$ cat config.mk
export PLATFORM = sky130hd
export DESIGN_NAME = branch_decode_unit
export DESIGN_NICKNAME = d
export VERILOG_FILES = /design/src/rtl/branch_decode_unit.sv
export SDC_FILE = /design/constraint.sdc
export NUM_CORES = 1
export LEC_CHECK = 0
export ABC_AREA = 1
export CORE_UTILIZATION = 41
export DETAILED_ROUTE_END_ITERATION = 16
export PLACE_DENSITY = 0.81
export SYNTH_ARGS = -nofsm -noshare
export SYNTH_HDL_FRONTEND = slang
export SYNTH_SLANG_ARGS = --single-unit
$ cat constraint.sdc
create_clock -name clock -period 1.4 [get_ports clock]
set_input_delay 0.21 -clock clock [delete_from_list [all_inputs] [get_ports clock]]
set_output_delay 0.21 -clock clock [all_outputs]
set_load 0.1 [all_outputs]
$ cat src/rtl/branch_decode_unit.sv
// Branch decode stage: resolves LDB/BRZ/JMP, drives fetch redirect pulses and
// squashes the SHADOW instructions already fetched behind each taken redirect.
module branch_decode_unit #(
  parameter int unsigned SHADOW = 2
) (
  input  logic       clock,
  input  logic       reset,
  input  logic [8:0] instruction_val,
  input  logic       zero_flag,
  output logic       branch_ctrl,
  output logic [7:0] branch_val,
  output logic       jump_ctrl,
  output logic [7:0] jump_val,
  output logic       exec_valid,
  output logic [8:0] exec_instr,
  output logic [7:0] redirect_count
);

  localparam logic [2:0] OP_LDB      = 3'b001;
  localparam logic [2:0] OP_BRZ      = 3'b010;
  localparam logic [2:0] OP_JMP      = 3'b011;
  localparam logic [1:0] SQUASH_LOAD = 2'(SHADOW);

  logic [7:0] r_branch;
  logic       r_branch_ctrl;
  logic       r_jump_ctrl;
  logic [7:0] r_jump_val;
  logic       r_exec_valid;
  logic [8:0] r_exec_instr;
  logic [7:0] r_redirect_count;
  logic [1:0] r_squash;

  logic [2:0] w_opcode;
  logic [5:0] w_imm6;
  logic       w_live;
  logic       w_take_brz;
  logic       w_take_jmp;
  logic       w_redirect;

  assign w_opcode   = instruction_val[8:6];
  assign w_imm6     = instruction_val[5:0];
  // Anything sampled while the shadow is being flushed is dead on arrival.
  assign w_live     = (r_squash == 2'd0);
  assign w_take_brz = w_live && (w_opcode == OP_BRZ) && zero_flag;
  assign w_take_jmp = w_live && (w_opcode == OP_JMP);
  assign w_redirect = w_take_brz || w_take_jmp;

  // NOTE: sequential state uses non-blocking assignments so every register
  // samples the pre-edge values, independent of statement order.
  always_ff @(posedge clock or negedge reset) begin
    if (!reset) begin
      r_branch         <= 8'h00;
      r_branch_ctrl    <= 1'b0;
      r_jump_ctrl      <= 1'b0;
      r_jump_val       <= 8'h00;
      r_exec_valid     <= 1'b0;
      r_exec_instr     <= 9'h000;
      r_redirect_count <= 8'h00;
      r_squash         <= 2'd1;
    end else begin
      r_branch_ctrl <= w_take_brz;
      r_jump_ctrl   <= w_take_jmp;
      r_exec_valid  <= w_live;
      if (w_live) r_exec_instr <= instruction_val;
      if (w_live && (w_opcode == OP_LDB)) r_branch <= {{2{w_imm6[5]}}, w_imm6};
      if (w_take_jmp) r_jump_val <= {2'b00, w_imm6};
      if (w_redirect) begin
        r_squash <= SQUASH_LOAD;
        if (r_redirect_count != 8'hFF) r_redirect_count <= r_redirect_count + 8'd1;
      end else if (!w_live) begin
        r_squash <= r_squash - 2'd1;
      end
    end
  end

  assign branch_ctrl    = r_branch_ctrl;
  assign branch_val     = r_branch;
  assign jump_ctrl      = r_jump_ctrl;
  assign jump_val       = r_jump_val;
  assign exec_valid     = r_exec_valid;
  assign exec_instr     = r_exec_instr;
  assign redirect_count = r_redirect_count;

endmodule
==> flow_summary_export.csv <==
group,metric,value,unit
place,place_inst,273,
synth,ys.flop_type,"sky130_fd_sc_hd__dfrtp_1",
place,numPortBuffers,45,
worst_setup_path,critical_path.cell_chain,"inv_2, ha_4, nand2_4, inv_4, o211ai_1, nor2_2, nand2_1, nand2_1",
clock_tree,cts_buffer_depth,2,
worst_setup_path,worst_path_most_repeated_cell,"sky130_fd_sc_hd__nand2_1",
floorplan,number_of_standard_cell_rows_in_the_floorplan,22,
routing,detail_route.wirelength,3520,microns
floorplan,boundaryPins,48,
floorplan,die-width,63.9,microns
final_layout,antenna_cells_inserted,0,
clock_tree,cts_hold_buf,0,
place,estimated_wirelength_of_the_detail_placed_design,2560,microns
synth,synth_area_leaders,"sky130_fd_sc_hd__dfrtp_1, sky130_fd_sc_hd__nand2_1, sky130_fd_sc_hd__o21ai_0, sky130_fd_sc_hd__inv_1, sky130_fd_sc_hd__o21ai_2",
synth,synthesized_area,0.00157,sq mm
clock_tree,cts.root.buffer_cell,"sky130_fd_sc_hd__clkbuf_8",
grt,vias_in_the_first_global_route,1233,
synth,synth-seq-cells,34,
job,max-cap-violations,0,
sta,achievable-frequency,0.718,GHz
routing,dr.pass1.iters,4,
final_layout,multi_input_area,664,sq um
sta,layout_min_cycle_time,1.39,ns
worst_setup_path,timing.rr.start,"r_squash[0]$_DFFE_PN1P_",
sta,timing_max_transition_violations_final,0,
worst_setup_path,critical_path_fanouts_max,3,
synth,post_synth_most_frequent_cells,"sky130_fd_sc_hd__nand2_1, sky130_fd_sc_hd__dfrtp_1, sky130_fd_sc_hd__inv_1",
place,dp_worst_setup_slack,-0.0657,ns
worst_setup_path,worstSetupPathType,"register to register",
synth,synthArstFlopShare,100,%
clock_tree,htree_levels,2,
final_layout,storage_element_area,873,sq um
routing,dr.first_iter.drc_count,86,
worst_setup_path,critical_path.slowest_cell,"sky130_fd_sc_hd__dfstp_2",
floorplan,die_area,0.00408,sq mm
routing,vias_per_cell,4.77,
clock_tree,clock_sinks,34,
synth,yosys.cell_count.top_type,"sky130_fd_sc_hd__nand2_1",
routing,num_vias,1351,
synth,area_share_of_the_largest_cell_type_after_synthesis,52.6,%
final_layout,share_of_cells_above_drive_strength_1,38.7,%
worst_hold_path,min_path_type,"input pin to async pin",
grt,grt_first_pass_wirelength,5770,microns
place,placement.cell_area,0.00251,sq mm
sta,finalSetupViolations,0,
synth,yosys_warnings,0,
grt,grt-ovfl-total,0,
sta,unrepaired_setup_endpoints_after_global_routing,"true",
final_layout,synthToLayoutAreaGrowth,71.2,%
grt,grt_start_max_net_pins,35,
sta,layout_setup_ws,0.00734,ns
worst_setup_path,critical_path_arrival,1.57,ns
floorplan,placeableCoreArea,0.00366,sq mm
synth,netlist-cell-type-count,22,
final_layout,final_cells,283,
synth,synth_area_leader_cell,"sky130_fd_sc_hd__dfrtp_1",
synth,yosysSeqAreaShare,54.3,%
floorplan,effective_utilization_at_floorplan,42.9,%
routing,postRouteAntennaNets,0,
place,gp_congestion,0.805,
synth,syn-instance-count,179,
grt,gr-usage-all-layers,18.6,%
floorplan,die_height,63.9,microns
sta,share_of_the_cycle_needed_by_the_critical_path_after_routing,99.5,%
final_layout,layout.cell_area.non_filler,0.00269,sq mm
sta,timing_hold_violations_final,0,
final_layout,finalNetCount,248,
outcome,outcome,"finished clean",
worst_setup_path,critical_path_required,1.58,ns
routing,drcViolationCount,0,
sta,hold_ws,0.292,ns
clock_tree,cts_made_buffers,5,
worst_setup_path,max_stage_delay,0.54,ns
clock_tree,worst_skew_pair.late_latency,0.29,ns
grt,grt_antenna_before_repair,0,
clock_tree,path_clk_slew,0.07,ns
sta,worst_clock_skew,0.00613,ns
worst_setup_path,setup.worst_path.start,"r_squash[0]$_DFFE_PN1P_",
routing,route.detailed.wl_per_inst,12.4,microns
worst_setup_path,start_kind,"register",
clock_tree,clock_tree_from_tritoncts,"yes",
synth,post_synth.cell_area_avg,8.77,sq um
synth,synth_enable_flop_cells,0,
worst_setup_path,cp-end-kind,"register",
final_layout,fillerInstances,235,
==> worst paths after layout <==
| kind | endpoint | slack, ns | cells past startpoint |
|---|---|---|---|
| max | redirect_count[5]$_DFFE_PN0P_ | 0.007 | 8 |
| min | redirect_count[7]$_DFFE_PN0P_ | 0.29 | 2 |
| max reg2reg | redirect_count[5]$_DFFE_PN0P_ | 0.007 | 8 |
| min reg2reg | r_squash[1]$_DFFE_PN0P_ | 0.54 | 2 |
| max in group asynchronous | r_squash[0]$_DFFE_PN1P_ | 0.86 | 2 |
| min in group clock | jump_val[4]$_DFFE_PN0P_ | 0.50 | 3 |
==> registers in the layout, summed over array words and instances, names as in the netlist <==
| register | cells |
|---|---|
| r_squash | 2 |
| jump_val | 6 |
| exec_valid | 1 |
| redirect_count | 8 |
| branch_val | 6 |
| jump_ctrl | 1 |
| branch_ctrl | 1 |
| exec_instr | 9 |
==> placed cells by master, fill, tap and decap left out, types with 2 or more instances in the layout <==
cell type and count:
sky130_fd_sc_hd__inv_4 2, sky130_fd_sc_hd__nand4_1 2, sky130_fd_sc_hd__clkbuf_8 6, sky130_fd_sc_hd__buf_12 37, sky130_fd_sc_hd__buf_6 2, sky130_fd_sc_hd__o21ai_1 3, sky130_fd_sc_hd__conb_1 2, sky130_fd_sc_hd__clkdlybuf4s50_1 11
sky130_fd_sc_hd__nor2_1 4, sky130_fd_sc_hd__buf_4 5, sky130_fd_sc_hd__o21ai_0 13, sky130_fd_sc_hd__dfrtp_1 24, sky130_fd_sc_hd__inv_1 18, sky130_fd_sc_hd__nand2_4 3, sky130_fd_sc_hd__dfrtp_4 4, sky130_fd_sc_hd__nand3_1 8
sky130_fd_sc_hd__nand2_1 56, sky130_fd_sc_hd__ha_4 2, sky130_fd_sc_hd__dfrtp_2 5, sky130_fd_sc_hd__nand2_2 7, sky130_fd_sc_hd__o21ai_2 6, sky130_fd_sc_hd__nor2_2 3, sky130_fd_sc_hd__nand3_4 2
==> stage by stage <==
step	TNS [ns]	utilization, %
3_3_place_gp	-0.110	68.6
2_1_floorplan	-0.331	-
5_1_grt	-0.553	73.4
3_5_place_dp	-0.773	68.6
4_1_cts	0	71.8
6_report	0	73.4
==> what timing repair did <==
action / in CTS / in global routing
cloned: 0 / 1
endpoints found under the setup margin: 23 / 19
resized for setup: 5 / 19
pin swaps: 6 / 10
buffers inserted: 1 / 0
==> kinds of logic (layout without fill, tap and decap cells) <==
family,count (synthesis),in the layout,share of synthesized area (%)
adder cells (fa/ha/maj),2,2,1.59
flip-flops,34,34,54.3
AO/OA/AOI/OAI,23,23,8.92
AND/OR/NAND/NOR,89,89,25.9
XOR/XNOR,1,1,0.558
buffers and inverters,29,84,8.53
other,1,2,0.239
==> critical path, delay by kind of cell, from the launching register on <==
| kind | cells | cell delay [ns] |
|---|---|---|
| flip-flops | 1 | 0.54 |
| AND/OR/NAND/NOR | 4 | 0.30 |
| AO/OA/AOI/OAI | 1 | 0.19 |
| adder cells (fa/ha/maj) | 1 | 0.16 |
| buffers and inverters | 2 | 0.09 |
==> layout make-up <==
class                      count  share of cell area [%]
clock buffer                   6                    3.07
clock inverter                 2                   0.466
inverter                      21                    3.12
multi-input combinational    117                    24.7
sequential                    34                    32.5
tap                           48                    2.23
timing repair buffer          55                    33.9
==> per-layer routing <==
layer  global-route usage (%)  vias to the layer above  share of wire, %
met3                     8.39                        7               8.4
met5                        0                        -                 0
met2                     27.1                       58                49
met4                     8.52                        0               1.7
met1                     23.3                      623                41
li1                         -                      663                 -
Power is left out: the tool's default activity adds up to more than one toggle a clock period on the data nets, which glitch-free logic cannot reach.
